===== config.mk =====
export PLATFORM = sky130hd
export DESIGN_NAME = hangman_game_engine_flat
export DESIGN_NICKNAME = d
export VERILOG_FILES = /design/src/rtl/hangman_game_engine_if.sv /design/src/rtl/hangman_game_engine.sv /design/src/flat_wrapper.sv
export SDC_FILE = /design/constraint.sdc
export NUM_CORES = 1
export LEC_CHECK = 0
export ABC_CLOCK_PERIOD_IN_PS = 4400
export CAP_MARGIN = 20
export CORE_ASPECT_RATIO = 1.5
export CORE_MARGIN = 2
export CORE_UTILIZATION = 35
export CTS_BUF_LIST = sky130_fd_sc_hd__clkbuf_4 sky130_fd_sc_hd__clkbuf_8
export DETAILED_ROUTE_END_ITERATION = 16
export SLEW_MARGIN = 20
export SYNTH_ARGS = -nofsm -noshare
export SYNTH_HDL_FRONTEND = slang
export SYNTH_SLANG_ARGS = --single-unit

===== constraint.sdc =====
create_clock -name clk -period 4.4 [get_ports clk]
set_input_delay 0.66 -clock clk [delete_from_list [all_inputs] [get_ports clk]]
set_output_delay 0.66 -clock clk [all_outputs]
set_load 0.02 [all_outputs]

===== src/rtl/hangman_game_engine_if.sv =====
// rtl/hangman_game_engine_if.sv - control/guess handshake between the input source and the game engine
interface hangman_game_engine_if;
  logic       new_game;
  logic [2:0] word_sel;
  logic       guess_valid;
  logic [7:0] guess_char;
  logic       busy;

  modport master (output new_game, output word_sel, output guess_valid, output guess_char, input busy);
  modport slave  (input new_game, input word_sel, input guess_valid, input guess_char, output busy);
endinterface


===== src/rtl/hangman_game_engine.sv =====
// rtl/hangman_game_engine.sv - hangman game logic feeding ten display characters and the wrong-guess count
module hangman_game_engine #(
  parameter int         MAX_WRONG  = 6,
  parameter logic [7:0] BLANK_CHAR = 8'h5F,
  parameter logic [7:0] PAD_CHAR   = 8'h20
) (
  input  logic                        clk,
  input  logic                        clr,
  hangman_game_engine_if.slave        gif,
  output logic [7:0]                  letter_one,
  output logic [7:0]                  letter_two,
  output logic [7:0]                  letter_three,
  output logic [7:0]                  letter_four,
  output logic [7:0]                  letter_five,
  output logic [7:0]                  letter_six,
  output logic [7:0]                  letter_seven,
  output logic [7:0]                  letter_eight,
  output logic [7:0]                  letter_nine,
  output logic [7:0]                  letter_ten,
  output logic [3:0]                  incorrect,
  output logic                        game_won,
  output logic                        game_lost
);

  typedef enum logic [2:0] {S_IDLE, S_LOAD, S_PLAY, S_CHECK, S_WON, S_LOST} state_t;

  localparam logic [3:0] MAX_W = 4'(MAX_WRONG);

  state_t      state, state_nxt;
  logic [2:0]  sel_q;
  logic [79:0] word_q;        // position 1 occupies the top byte
  logic [3:0]  len_q;
  logic [9:0]  rev_q;         // bit i = position i+1 revealed
  logic [25:0] guessed_q;     // bit 0 = 'A'
  logic [3:0]  incorrect_q;
  logic [7:0]  guess_q;
  logic [79:0] disp_q;

  logic [79:0] rom_word;
  logic [3:0]  rom_len;
  logic [7:0]  guess_fold;
  logic        guess_ok;
  logic [4:0]  guess_idx;
  logic        dup;
  logic [9:0]  match;
  logic [9:0]  len_mask;
  logic [9:0]  rev_chk;
  logic [3:0]  inc_chk;
  logic        won_c;
  logic        lost_c;
  logic [79:0] disp_load;
  logic [79:0] disp_chk;

  function automatic logic [7:0] char_at(input logic [79:0] w, input int i);
    return w[79-8*i -: 8];
  endfunction

  // word ROM; unused tail bytes are zero and never displayed
  always_comb begin
    rom_word = 80'h0;
    rom_len  = 4'd0;
    case (sel_q)
      3'd0: begin rom_word = {"VERILOG", 24'h0};   rom_len = 4'd7; end
      3'd1: begin rom_word = {"HANGMAN", 24'h0};   rom_len = 4'd7; end
      3'd2: begin rom_word = {"FPGA", 48'h0};      rom_len = 4'd4; end
      3'd3: begin rom_word = {"XILINX", 32'h0};    rom_len = 4'd6; end
      3'd4: begin rom_word = {"CLOCK", 40'h0};     rom_len = 4'd5; end
      3'd5: begin rom_word = {"REGISTER", 16'h0};  rom_len = 4'd8; end
      3'd6: begin rom_word = {"FLIPFLOP", 16'h0};  rom_len = 4'd8; end
      default: begin rom_word = {"SYNTHESIS", 8'h0}; rom_len = 4'd9; end
    endcase
  end

  // fold lowercase to uppercase and qualify the incoming guess as a letter
  always_comb begin
    guess_fold = gif.guess_char;
    if (gif.guess_char >= 8'h61 && gif.guess_char <= 8'h7A)
      guess_fold = gif.guess_char & 8'hDF;
    guess_ok = (guess_fold >= 8'h41) && (guess_fold <= 8'h5A);
  end

  // evaluate the latched guess against the word and prepare both display images
  always_comb begin
    guess_idx = guess_q[4:0] - 5'd1;
    dup       = guessed_q[guess_idx];
    len_mask  = (10'd1 << len_q) - 10'd1;
    match     = '0;
    for (int i = 0; i < 10; i++)
      match[i] = (4'(i) < len_q) && (char_at(word_q, i) == guess_q);
    rev_chk = dup ? rev_q : (rev_q | match);
    if (dup || (|match))
      inc_chk = incorrect_q;
    else if (incorrect_q >= MAX_W)
      inc_chk = MAX_W;
    else
      inc_chk = incorrect_q + 4'd1;
    won_c  = &(rev_chk | ~len_mask);
    lost_c = inc_chk >= MAX_W;
    disp_load = '0;
    disp_chk  = '0;
    for (int i = 0; i < 10; i++) begin
      disp_load[79-8*i -: 8] = (4'(i) < rom_len) ? BLANK_CHAR : PAD_CHAR;
      if (4'(i) >= len_q)
        disp_chk[79-8*i -: 8] = PAD_CHAR;
      else if (rev_chk[i] || lost_c)
        disp_chk[79-8*i -: 8] = char_at(word_q, i);
      else
        disp_chk[79-8*i -: 8] = BLANK_CHAR;
    end
  end

  // state register
  always_ff @(posedge clk or negedge clr) begin
    if (!clr) state <= S_IDLE;
    else      state <= state_nxt;
  end

  // next-state logic; new_game overrides everything
  always_comb begin
    state_nxt = state;
    if (gif.new_game) begin
      state_nxt = S_LOAD;
    end else begin
      case (state)
        S_IDLE:  state_nxt = S_IDLE;
        S_LOAD:  state_nxt = S_PLAY;
        S_PLAY:  if (gif.guess_valid && guess_ok) state_nxt = S_CHECK;
        S_CHECK: state_nxt = won_c ? S_WON : (lost_c ? S_LOST : S_PLAY);
        S_WON:   state_nxt = S_WON;
        S_LOST:  state_nxt = S_LOST;
        default: state_nxt = S_IDLE;
      endcase
    end
  end

  // status outputs decoded from the state
  always_comb begin
    gif.busy  = (state == S_LOAD) || (state == S_CHECK);
    game_won  = (state == S_WON);
    game_lost = (state == S_LOST);
  end

  // game datapath: word load, guess latch, reveal/penalty update and registered display
  always_ff @(posedge clk or negedge clr) begin
    if (!clr) begin
      sel_q       <= 3'd0;
      word_q      <= '0;
      len_q       <= 4'd0;
      rev_q       <= '0;
      guessed_q   <= '0;
      incorrect_q <= 4'd0;
      guess_q     <= 8'd0;
      disp_q      <= {10{PAD_CHAR}};
    end else if (gif.new_game) begin
      sel_q <= gif.word_sel;
    end else begin
      case (state)
        S_LOAD: begin
          word_q      <= rom_word;
          len_q       <= rom_len;
          rev_q       <= '0;
          guessed_q   <= '0;
          incorrect_q <= 4'd0;
          disp_q      <= disp_load;
        end
        S_PLAY: begin
          if (gif.guess_valid && guess_ok) guess_q <= guess_fold;
        end
        S_CHECK: begin
          guessed_q[guess_idx] <= 1'b1;
          rev_q                <= rev_chk;
          incorrect_q          <= inc_chk;
          disp_q               <= disp_chk;
        end
        default: ;
      endcase
    end
  end

  assign letter_one   = disp_q[79:72];
  assign letter_two   = disp_q[71:64];
  assign letter_three = disp_q[63:56];
  assign letter_four  = disp_q[55:48];
  assign letter_five  = disp_q[47:40];
  assign letter_six   = disp_q[39:32];
  assign letter_seven = disp_q[31:24];
  assign letter_eight = disp_q[23:16];
  assign letter_nine  = disp_q[15:8];
  assign letter_ten   = disp_q[7:0];
  assign incorrect    = incorrect_q;

endmodule


===== src/flat_wrapper.sv =====
// flat-port wrapper written by rule: the top's interface ports become plain ports
module hangman_game_engine_flat 
#(
  parameter int         MAX_WRONG  = 6,
  parameter logic [7:0] BLANK_CHAR = 8'h5F,
  parameter logic [7:0] PAD_CHAR   = 8'h20
)
  (clk, clr, letter_one, letter_two, letter_three, letter_four, letter_five, letter_six, letter_seven, letter_eight, letter_nine, letter_ten, incorrect, game_won, game_lost, gif_new_game, gif_word_sel, gif_guess_valid, gif_guess_char, gif_busy);
  hangman_game_engine_if gif_i ();
  input  logic clk;
  input  logic clr;
  output logic [7:0] letter_one;
  output logic [7:0] letter_two;
  output logic [7:0] letter_three;
  output logic [7:0] letter_four;
  output logic [7:0] letter_five;
  output logic [7:0] letter_six;
  output logic [7:0] letter_seven;
  output logic [7:0] letter_eight;
  output logic [7:0] letter_nine;
  output logic [7:0] letter_ten;
  output logic [3:0] incorrect;
  output logic game_won;
  output logic game_lost;
  input wire logic [$bits(gif_i.new_game)-1:0] gif_new_game;
  input wire logic [$bits(gif_i.word_sel)-1:0] gif_word_sel;
  input wire logic [$bits(gif_i.guess_valid)-1:0] gif_guess_valid;
  input wire logic [$bits(gif_i.guess_char)-1:0] gif_guess_char;
  output wire logic [$bits(gif_i.busy)-1:0] gif_busy;
  assign gif_i.new_game = gif_new_game;
  assign gif_i.word_sel = gif_word_sel;
  assign gif_i.guess_valid = gif_guess_valid;
  assign gif_i.guess_char = gif_guess_char;
  assign gif_busy = gif_i.busy;
  hangman_game_engine #(.MAX_WRONG(MAX_WRONG), .BLANK_CHAR(BLANK_CHAR), .PAD_CHAR(PAD_CHAR)) u_core (.clk(clk), .clr(clr), .gif(gif_i), .letter_one(letter_one), .letter_two(letter_two), .letter_three(letter_three), .letter_four(letter_four), .letter_five(letter_five), .letter_six(letter_six), .letter_seven(letter_seven), .letter_eight(letter_eight), .letter_nine(letter_nine), .letter_ten(letter_ten), .incorrect(incorrect), .game_won(game_won), .game_lost(game_lost));
endmodule

== Word-level counts from Yosys, hierarchy flattened ==
Cells that the tools add are included.

* Register bits: 218
* Input port bits: 15
* Word-level logic and storage cells: 162

* $add $sub $neg: 3
* Magnitude comparators: 38
* Eq/ne operators: 22
* Shifts and indexed selects: 1
* Muxes and demuxes: 49
* Bitwise gates (word level): 5
* Reductions and logical operators: 35

{| class="wikitable"
|+ Operators by type and width
! operator !! count
|-
| 77-bit one-hot mux with 7 select lines || 1
|-
| 8-bit two-way mux || 20
|-
| 80-bit one-hot mux with 2 select lines || 1
|-
| 8-bit equality test || 10
|-
| 7-bit two-way mux || 10
|-
| 26-bit one-hot mux with 2 select lines || 1
|-
| 3-bit by 4-bit less-than comparator with 1-bit output (first input constant) || 8
|-
| 26-bit bitwise OR || 1
|-
| 10-bit bitwise OR || 2
|-
| 10-bit one-hot mux with 2 select lines || 1
|-
| 4-bit one-hot mux with 5 select lines || 1
|-
| 3-bit by 4-bit greater-or-equal comparator with 1-bit output (first input constant) || 4
|-
| 8-bit by 7-bit greater-or-equal comparator with 1-bit output (second input constant) || 2
|-
| 8-bit by 7-bit less-or-equal comparator with 1-bit output (second input constant) || 2
|-
| 1-bit by 4-bit less-than comparator with 1-bit output (first input constant) || 4
|-
| 2-bit by 4-bit less-than comparator with 1-bit output (first input constant) || 4
|-
| 4-bit less-than comparator (first input constant) || 4
|-
| 3-bit equality test (second input constant) || 5
|-
| 3-bit one-hot mux with 5 select lines || 1
|-
| 1-bit logical AND || 14
|-
| 3-bit by 2-bit equality test with 1-bit output (second input constant) || 4
|-
| 1-bit logical OR || 12
|-
| 3-bit two-way mux || 4
|-
| 10-bit two-way mux || 1
|-
| 27 further kinds || 36
|}

== Logic depth before layout (Yosys ltp) ==
Gate-level depths: netlist of run 1.

* Depth after elaboration: 10
* Depth in mapped cells: 15

== Least setup slack after synthesis of run 1 ==
Ideal clock, no wire load.

* Kind: register to register
* Start point: register u_core.guess_q[1]
* End point: register u_core.state[0]
* Library setup time: 125 ps
* Data arrival time: 3,963 ps
* Required time: 4,275 ps
* Setup slack: 312 ps
* Stages on the path, launching flop included: 15
* Path buffers: 3
* Cells stage by stage: dfrtp_1 > buf_2 > buf_1 > inv_1 > ha_1 > buf_6 > mux2_4 > mux4_2 > o31a_1 > or2_1 > or4_4 > a2111oi_4 > nand3_1 > a311oi_1 > o21bai_1

* Cells in the longest elaborated chain, start to end: 10

{| class="wikitable"
|+ RTL lines
! what !! RTL line !! source
|-
| start, declared || hangman_game_engine.sv:36 || <nowiki>logic [7:0] guess_q;</nowiki>
|-
| start signal, assigned || hangman_game_engine.sv:167 || <nowiki>if (gif.guess_valid && guess_ok) guess_q <= guess_fold;</nowiki>
|-
| 5-bit by 1-bit subtractor with 5-bit output / 8-bit equality test (equally long branches) || hangman_game_engine.sv:84, hangman_game_engine.sv:89 ||
|-
| 1-bit binary-select mux with 5-bit select / 1-bit logical AND (equally long branches) || hangman_game_engine.sv:85, hangman_game_engine.sv:89 ||
|-
| 1-bit two-way mux (not written as such) / 10-bit OR reduction (equally long branches) || hangman_game_engine.sv:85, hangman_game_engine.sv:91 ||
|-
| 1-bit logical OR || hangman_game_engine.sv:91 || <nowiki>if (dup || (|match))</nowiki>
|-
| 4-bit two-way mux || hangman_game_engine.sv:91 ||
|-
| 4-bit by 3-bit greater-or-equal comparator with 1-bit output || hangman_game_engine.sv:98 || <nowiki>lost_c = inc_chk >= MAX_W;</nowiki>
|-
| 3-bit two-way mux || hangman_game_engine.sv:128 || <nowiki>S_CHECK: state_nxt = won_c ? S_WON : (lost_c ? S_LOST : S_PLAY);</nowiki>
|-
| 3-bit two-way mux (*) || hangman_game_engine.sv:128 ||
|-
| 3-bit one-hot mux with 5 select lines (*) || hangman_game_engine.sv:124 || <nowiki>case (state)</nowiki>
|-
| 3-bit two-way mux (*) || hangman_game_engine.sv:121 || <nowiki>if (gif.new_game) begin</nowiki>
|-
| end signal, assigned || hangman_game_engine.sv:115 || <nowiki>else state <= state_nxt;</nowiki>
|-
| end, declared || hangman_game_engine.sv:29 || <nowiki>state_t state, state_nxt;</nowiki>
|}

Mark *: on every way between the ends. The rest lies on a longest branch, timed or not. The select of a mux whose other input is x is not followed.
A chain may end at the register's enable or synchronous reset.

== Worst setup path after layout of run 1 ==
* Start point: register u_core.guess_q[1]
* End point: register u_core.disp_q[25]

* Cells in the longest elaborated chain, start to end: 10

{| class="wikitable"
|+ RTL lines
! what !! RTL line !! source
|-
| 5-bit by 1-bit subtractor with 5-bit output / 8-bit equality test (equally long branches) || hangman_game_engine.sv:84, hangman_game_engine.sv:89 ||
|-
| 1-bit binary-select mux with 5-bit select / 1-bit logical AND (equally long branches) || hangman_game_engine.sv:85, hangman_game_engine.sv:89 ||
|-
| 1-bit two-way mux (not written as such) / 10-bit OR reduction (equally long branches) || hangman_game_engine.sv:85, hangman_game_engine.sv:91 ||
|-
| 1-bit logical OR || hangman_game_engine.sv:91 ||
|-
| 4-bit two-way mux || hangman_game_engine.sv:91 ||
|-
| 4-bit by 3-bit greater-or-equal comparator with 1-bit output || hangman_game_engine.sv:98 ||
|-
| 1-bit logical OR (*) || hangman_game_engine.sv:105 || <nowiki>else if (rev_chk[i] || lost_c)</nowiki>
|-
| 8-bit two-way mux (*) || hangman_game_engine.sv:105 ||
|-
| 8-bit two-way mux (*) || hangman_game_engine.sv:103 || <nowiki>if (4'(i) >= len_q)</nowiki>
|-
| 80-bit one-hot mux with 2 select lines (*) || hangman_game_engine.sv:157 || <nowiki>case (state)</nowiki>
|-
| end signal, assigned || hangman_game_engine.sv:153 || <nowiki>disp_q <= {10{PAD_CHAR}};</nowiki>
|-
| end signal, assigned || hangman_game_engine.sv:164 || <nowiki>disp_q <= disp_load;</nowiki>
|-
| end signal, assigned || hangman_game_engine.sv:173 || <nowiki>disp_q <= disp_chk;</nowiki>
|-
| end, declared || hangman_game_engine.sv:37 || <nowiki>logic [79:0] disp_q;</nowiki>
|}

Marked as above.

==> implementation parameters, run 1 <==
Parameter                              Value

Clock tree
  Clock slew at the register clock pins of the worst setup and hold paths ... 0.09 ns
  Count of hold buffers inserted by post-cts repair ... 0
  Post-CTS Setup Repair Bufs ... 0
  Clock latency on the worst-skew pair ... 0.48 ns
  Count of clock tree sinks ... 156
  CTS tree ... built
  Level count of the clock H-tree ... 4
  Maximum buffer depth of the clock tree ... 2
  Post-cts gate resize count ... 0
  Num CTS Buffers ... 17
  Master cell of the clock root buffer ... sky130_fd_sc_hd__clkbuf_8

STA
  Fin Clk Skew ... 0.0208 ns
  Crit share post-route ... 0.852
  RSZ-0062 raised after global routing ... false
  Transition time at the pin with the least slew margin ... 1.13 ns
  Headroom to the max-slew limit ... 0.238
  Number of endpoints failing setup at the final stage ... 0
  Time the worst path needs with I/O delays and setup ... 3.75 ns
  Maximum clock frequency ... 267 MHz
  Total count of max-transition violations in the final report ... 0
  Number of hold-slack violations in the final timing report ... 0
  Setup TNS Final ... 0 ns

Detailed routing
  Via Count ... 6863
  Post-route antenna net violation count ... 0
  Via density per instance ... 5.30
  Number of remaining DRC errors ... 0
  TritonRoute pass-1 iters ... 5
  Starting DRC count in detailed routing ... 411
  Final wirelength ... 23.5 mm
  Average wire per cell in the routed design ... 18.1 um

Critical path
  Count of cell instances traversed by the critical path ... 11
  Cell-by-cell trace of the critical path ... inv_1 > ha_1 > mux2_2 > mux4_2 > o31a_1 > nor4_2 > nand4b_1 > mux2i_2 > buf_4 > o21ai_1 > o221a_2
  Critical path launch point type ... flop
  Buffers & Inverters on Critical Path ... 2
  Worst Path Arrival ... 4.15 ns
  R2r worst-path depth ... 11
  Crit path capture type ... flop
  Crit Path Max Fanout ... 17
  Cell family contributing the most delay on the critical path ... multiplexers
  Category of the most critical setup path ... reg -> reg
  Largest stage delay on the critical path ... 0.52 ns
  Critical-path top delay cell ... sky130_fd_sc_hd__o21ai_1
  WP data required ... 4.80 ns

GRT
  Antenna violations before repair ... 0
  Largest net degree at the start of global routing ... 81
  Wire length of the first global-routing pass ... 36.9 mm
  Total grt overflow ... 0
  Number of global-route vias before repair ... 6671
  Aggregate global-route resource usage ... 0.192

Final layout
  Antenna diode count ... 0
  Area growth, synth to finish ... 18.3%
  Proportion of layout cells with a drive suffix above 1 ... 0.108
  Final core occ ... 0.418
  # nets final ... 993

Die
  I/O Pins ... 102
  Placeable core region ... 23500 um2
  Horiz. Die Dim ... 130 um
  Initial core utilization ... 0.353
  Std-Cell Rows ... 69
  Area of the die ... 25000 um2
  Overall die height ... 193 um

Job
  Number of violations of the max-capacitance limit ... 0

Min path
  Kind of path behind the tightest hold check ... in -> async

Yosys
  Proportion of register bits with asynchronous set or reset after synthesis ... 1.00
  Count of warnings emitted by yosys ... 0
  #FFs+latches synth ... 156
  Mapped Area ... 8290 um2
  Count of mapped cells out of synthesis ... 898
  Most used flip-flop cell after synthesis ... sky130_fd_sc_hd__dfrtp_1
  Mapped Avg Cell Area ... 9.24 um2
  Number of different library cells in the post-synthesis netlist ... 67
  Post-synth EDFFs ... 0
  Part of the Yosys area used for sequential elements ... 0.472

Power and ir drop
  Standby leakage power ... 0.00430 uW
  Peak supply drop ... 217 uV
  Total power density per cell area ... 469 nW/um2

Place
  DP HPWL ... 16.7 mm
  GPL Wtd Cong ... 0.931
  Port-buffer cells ... 90

Run status
  Result of the run ... finished, final reports clean
-- state kept, by name, indices dropped and copies added (netlist names) --
signal,count
u_core.disp_q,60
u_core.word_q,38
u_core.guessed_q,26
u_core.rev_q,10
u_core.guess_q,8
u_core.incorrect,4
u_core.len_q,4
u_core.sel_q,3
u_core.state,3
-- final timing paths --
kind                       slack [ns]              start                end
max in group asynchronous        3.17                clr  u_core.word_q[25]
max reg2reg                      0.65  u_core.guess_q[1]  u_core.disp_q[25]
max                              0.65  u_core.guess_q[1]  u_core.disp_q[25]
min                              0.20                clr    u_core.state[1]
min reg2reg                      0.46  u_core.disp_q[29]  u_core.disp_q[29]
min in group clk                 0.46  u_core.disp_q[29]  u_core.disp_q[29]
-- per-stage QoR --
| stage | power, uW | std cells | hold slack [ns] | setup WS [ns] | area (um2) |
|---|---|---|---|---|---|
| floorplan | 2970 | 907 | 0.364 | 0.312 | 8330 |
| global placement | 3570 | 1264 | 0.448 | 0.708 | 9450 |
| detailed placement | 3590 | 1264 | 0.452 | 0.660 | 9450 |
| CTS | 4630 | 1296 | 0.245 | 0.644 | 9810 |
| global route | 4870 | 1296 | 0.238 | 0.519 | 9810 |
| finish | 4600 | 1296 | 0.204 | 0.650 | 9810 |
-- cell families after synthesis --
kind of cell             after synthesis  synth area share
XOR/XNOR                              48            0.0507
adder cells (fa/ha/maj)               15            0.0223
buffers and inverters                 89            0.0513
AND/OR/NAND/NOR                      345             0.195
flip-flops                           156             0.472
multiplexers                          22            0.0335
AO/OA/AOI/OAI                        222             0.175
other                                  1          0.000452
-- per-layer routing --
layer / global-route usage / vias up / wire length [um]
li1: - / 3254 / -
met1: 0.238 / 3360 / 9820
met2: 0.327 / 204 / 11700
met3: 0.0308 / 45 / 1060
met4: 0.0835 / 0 / 891
met5: 0 / - / 0
-- cell usage in the layout, fill, tap and decap left out, types with 12 or more instances in the layout --
cell type and instances:
sky130_fd_sc_hd__xor2_1 27, sky130_fd_sc_hd__a31oi_1 31, sky130_fd_sc_hd__o21a_1 14, sky130_fd_sc_hd__nor2_1 123, sky130_fd_sc_hd__nand2_1 107, sky130_fd_sc_hd__o221a_2 13, sky130_fd_sc_hd__ha_1 14, sky130_fd_sc_hd__nor3_1 16
sky130_fd_sc_hd__xnor2_1 21, sky130_fd_sc_hd__a21oi_1 40, sky130_fd_sc_hd__buf_4 23, sky130_fd_sc_hd__dfrtp_1 146, sky130_fd_sc_hd__o21ai_1 25, sky130_fd_sc_hd__inv_1 13, sky130_fd_sc_hd__clkbuf_8 17, sky130_fd_sc_hd__nand3_1 12
sky130_fd_sc_hd__o21ai_0 52, sky130_fd_sc_hd__clkdlybuf4s50_1 89
-- synth_stat cells, types with 4 or more instances --
master                     instances  area [um2]
sky130_fd_sc_hd__inv_1            13        48.8
sky130_fd_sc_hd__nand2_1         107         402
sky130_fd_sc_hd__nor3_1           16        80.1
sky130_fd_sc_hd__xnor2_1          21         184
sky130_fd_sc_hd__o21a_1           14         105
sky130_fd_sc_hd__nor4b_1           6        52.6
sky130_fd_sc_hd__o221a_2          13         146
sky130_fd_sc_hd__xor2_1           27         236
sky130_fd_sc_hd__o221a_1           5        56.3
sky130_fd_sc_hd__clkbuf_1         41         154
sky130_fd_sc_hd__and4_1            5        43.8
sky130_fd_sc_hd__nand2b_1         10        62.6
sky130_fd_sc_hd__dfrtp_1         146        3650
sky130_fd_sc_hd__a21o_1            7        52.6
sky130_fd_sc_hd__nand4_1           7        43.8
sky130_fd_sc_hd__nand3_1          12        60.1
sky130_fd_sc_hd__or4_1             4        30.0
sky130_fd_sc_hd__and2_1            8        50.1
sky130_fd_sc_hd__a211o_1           5        43.8
sky130_fd_sc_hd__o21ai_1          25         125
sky130_fd_sc_hd__buf_2             7        35.0
sky130_fd_sc_hd__a31oi_1          31         194
sky130_fd_sc_hd__a21oi_1          40         200
sky130_fd_sc_hd__nor2_1          125         469
sky130_fd_sc_hd__mux2_2            9         101
sky130_fd_sc_hd__mux2i_1           8        80.1
sky130_fd_sc_hd__ha_1             14         175
sky130_fd_sc_hd__o21ai_0          52         260
sky130_fd_sc_hd__nor4_1            6        37.5
sky130_fd_sc_hd__nor2b_1           6        37.5
sky130_fd_sc_hd__and3_1           10        62.6
sky130_fd_sc_hd__dfstp_2          10         263
sky130_fd_sc_hd__o31ai_1          10        75.1
sky130_fd_sc_hd__buf_1             6        22.5
sky130_fd_sc_hd__nor3b_1           5        37.5
sky130_fd_sc_hd__buf_4            20         150
-- worst register-to-register path: stages, from the launching register on --
cell and delay [ns]:
sky130_fd_sc_hd__dfrtp_1 0.35, sky130_fd_sc_hd__inv_1 0.07, sky130_fd_sc_hd__ha_1 0.39, sky130_fd_sc_hd__mux2_2 0.36, sky130_fd_sc_hd__mux4_2 0.47, sky130_fd_sc_hd__o31a_1 0.16
sky130_fd_sc_hd__nor4_2 0.37, sky130_fd_sc_hd__nand4b_1 0.26, sky130_fd_sc_hd__mux2i_2 0.21, sky130_fd_sc_hd__buf_4 0.21, sky130_fd_sc_hd__o21ai_1 0.52, sky130_fd_sc_hd__o221a_2 0.30
-- power by group --
group | leakage [uW] | switching, uW | internal, uW | total (uW)
registers | 0.00191 | 263 | 1690 | 1950
clock network | 0.000179 | 625 | 410 | 1030
logic | 0.00222 | 903 | 710 | 1610
total | 0.00430 | 1790 | 2810 | 4600
-- area by class of cell --
| cell class | instances | area, um2 |
|---|---|---|
| Clock buffer | 17 | 234 |
| Timing Repair Buffer | 113 | 1070 |
| Inverter | 14 | 52.6 |
| Clock inverter | 15 | 131 |
| Sequential cell | 156 | 3920 |
| Fill cell | 2342 | 13700 |
| Tap cell | 319 | 399 |
| Multi-Input combinational cell | 662 | 4000 |
Note: power is estimated with default switching activity, not from simulation.
==> inputs of run 2 (changes only) <==
- CAP_MARGIN: 20 -> unset
- REMOVE_ABC_BUFFERS: unset -> 1
==> run 2 against run 1 <==
  * Register-to-register slack got worse by 0.11 ns
  * Setup slack worse by 0.11 ns
  * Die area stayed put
  * Worst hold slack improved by 0.092 ns
  * Total power rose by 5.0%
  * Largest power group unchanged
==> implementation parameters, run 2 (synthesis gave the netlist of run 1 again) <==
Parameter                              Value

Run status
  Result of the run ... finished, final reports clean

Final layout
  Flip-flop count of the largest register, all copies and words added ... 60 (unchanged)
  Largest registers ... u_core.disp_q (60), u_core.word_q (38), u_core.guessed_q (26)
  Proportion of layout cells with a drive suffix above 1 ... 0.106 (-0.00275)
  Total of fill cells in the finished design ... 2390 (+2.0%)
  Final core occ ... 0.422 (+0.00405)
  Footprint of the multi-input gates ... 4000 um2 (unchanged)
  Area growth, synth to finish ... 19.4%
  Antenna diode count ... 0 (unchanged)
  # nets final ... 990 (-0.30%)
  Most frequent cells in the layout ... sky130_fd_sc_hd__dfrtp_1 (146), sky130_fd_sc_hd__nor2_1 (123), sky130_fd_sc_hd__nand2_1 (107), sky130_fd_sc_hd__clkdlybuf4s50_1 (89), sky130_fd_sc_hd__o21ai_0 (52)
  Register with the most flip-flops ... u_core.disp_q
  Commonest non-fill, non-tap cell in the layout ... sky130_fd_sc_hd__dfrtp_1
  Post-route non-filler standard cell count ... 1293 (-0.23%)
  Sequential cell area ... 3920 um2 (unchanged)

STA
  Maximum clock frequency ... 259 MHz (-2.9%)
  Transition time at the pin with the least slew margin ... 0.975 ns (-0.157 ns)
  Time the worst path needs with I/O delays and setup ... 3.86 ns (+0.113 ns)
  Crit share post-route ... 0.878 (+0.0257)
  Total count of max-transition violations in the final report ... 0 (unchanged)
  Number of endpoints failing setup at the final stage ... 0 (unchanged)
  Headroom to the max-slew limit ... 0.343 (+0.105)
  Number of hold-slack violations in the final timing report ... 0 (unchanged)
  Fin Clk Skew ... 0.0119 ns (-0.00890 ns)
  RSZ-0062 raised after global routing ... false

Clock tree
  CTS tree ... built
  Post-cts gate resize count ... 0 (unchanged)
  Maximum buffer depth of the clock tree ... 2 (unchanged)
  Master cell of the clock root buffer ... sky130_fd_sc_hd__clkbuf_8
  Clock latency on the worst-skew pair ... 0.48 ns (about the same)
  Num CTS Buffers ... 17 (unchanged)
  Clock slew at the register clock pins of the worst setup and hold paths ... 0.09 ns (about the same)
  Count of clock tree sinks ... 156 (unchanged)
  Level count of the clock H-tree ... 4 (unchanged)
  Count of hold buffers inserted by post-cts repair ... 0 (unchanged)
  Post-CTS Setup Repair Bufs ... 0 (unchanged)

Critical path
  Category of the most critical setup path ... reg -> reg
  Crit path capture type ... flop
  R2r worst-path depth ... 11 (unchanged)
  Critical path launch point type ... flop
  Worst Path Arrival ... 4.22 ns (+0.07 ns)
  Cell-by-cell trace of the critical path ... inv_1 > ha_1 > mux2_2 > mux4_2 > o31a_1 > or2_1 > or4_1 > a221oi_1 > nand3_1 > a311oi_1 > o21bai_1
  WP data required ... 4.75 ns (-0.05 ns)
  Setup slack of the most critical reg-to-reg path ... 0.54 ns (-0.11 ns)
  Critical-path top delay cell ... sky130_fd_sc_hd__or4_1
  Origin of the critical flop-to-flop path ... u_core.guess_q[1]
  Largest stage delay on the critical path ... 0.57 ns (+0.05 ns)
  Crit Path Max Fanout ... 5 (-12)
  Reg-to-reg endpoint ... u_core.state[0]

GRT
  Number of global-route vias before repair ... 6818 (+2.2%)
  Largest net degree at the start of global routing ... 103 (+27%)
  Antenna violations before repair ... 0 (unchanged)
  Total grt overflow ... 0 (unchanged)
  Wire length of the first global-routing pass ... 37.5 mm (+1.5%)
  Aggregate global-route resource usage ... 0.197 (+0.00554)

Place
  Port-buffer cells ... 90 (unchanged)
  Placed instance count ... 1261 (-0.24%)
  DP HPWL ... 16.8 mm (+0.43%)
  GPL Wtd Cong ... 0.895 (-3.8%)

Power and ir drop
  Standby leakage power ... 0.00434 uW (+0.75%)
  Peak supply drop ... 210 uV (-3.6%)
  Total power density per cell area ... 487 nW/um2 (+4.0%)

Die
  Std-Cell Rows ... 69 (unchanged)
  Overall die height ... 193 um (unchanged)
  Initial core utilization ... 0.353 (unchanged)
  Area of the die ... 25000 um2 (unchanged)
  Placeable core region ... 23500 um2 (unchanged)
  Horiz. Die Dim ... 130 um (unchanged)
  I/O Pins ... 102 (unchanged)

Detailed routing
  Post-route antenna net violation count ... 0 (unchanged)
  Starting DRC count in detailed routing ... 552 (+34%)
  Via Count ... 6824 (-0.57%)
  Via density per instance ... 5.28 (-0.34%)
  Final wirelength ... 23.6 mm (+0.72%)
  Number of remaining DRC errors ... 0 (unchanged)
  TritonRoute pass-1 iters ... 5 (unchanged)
  Average wire per cell in the routed design ... 18.3 um (+0.95%)

Job
  Number of violations of the max-capacitance limit ... 0 (unchanged)

Min path
  Kind of path behind the tightest hold check ... in -> async
-- run 2: power by group --
| part | total [uW] | internal [uW] | switching (uW) |
|---|---|---|---|
| Clock | 1270 | 700 | 574 |
| Combinational | 1600 | 707 | 892 |
| Sequential | 1960 | 1690 | 267 |
| Total | 4830 | 3100 | 1730 |
-- run 2: cell type report --
| class | count | area share |
|---|---|---|
| timing repair buffer | 110 | 0.107 |
| clock buffer | 19 | 0.0258 |
| tap | 319 | 0.0403 |
| inverter | 14 | 0.00530 |
| clock inverter | 13 | 0.0217 |
| sequential | 156 | 0.395 |
| multi-input combinational | 662 | 0.404 |
-- run 2: per-stage QoR --
| stage | area, um2 | hold WS (ns) | setup WS, ns | setup TNS (ns) | power (uW) |
|---|---|---|---|---|---|
| CTS | 9910 | 0.328 | 0.525 | 0 | 4860 |
| detailed placement | 9440 | 0.452 | 0.589 | 0 | 3580 |
| global placement | 9440 | 0.449 | 0.696 | 0 | 3570 |
| finish | 9910 | 0.297 | 0.537 | 0 | 4830 |
| global route | 9910 | 0.371 | 0.335 | 0 | 5100 |
| floorplan | 7960 | 0.364 | -0.366 | -17.07 | 2900 |
-- run 2: worst max path at each step --
stage | startpoint | to | slack, ns | cells after the start
final | u_core.guess_q[1] | u_core.state[0] | 0.54 | 11
after global routing | u_core.guess_q[1] | u_core.state[0] | 0.34 | 11
after CTS | u_core.guess_q[1] | u_core.state[0] | 0.53 | 11
after detailed placement | u_core.guess_q[1] | u_core.state[0] | 0.59 | 11
after global placement | u_core.guess_q[1] | u_core.disp_q[34] | 0.70 | 11
after floorplan | gif_new_game | u_core.word_q[46] | -0.37 | 4
-- run 2: critical path, delay by kind of cell, from the launching register on --
family	cells	cell delay (ns)
muxes	2	0.84
adders and majority gates	1	0.40
buffers and inverters	1	0.08
DFF	1	0.35
and+or+nand+nor	3	1.01
AOI/OAI and AO/OA	4	1.08
-- run 2: per-layer routing --
metal | vias up | track usage | part of all wire
li1 | 3247 | - | -
met1 | 3370 | 0.237 | 0.41
met2 | 157 | 0.342 | 0.52
met3 | 50 | 0.0330 | 0.032
met4 | 0 | 0.0914 | 0.037
met5 | - | 0 | 0
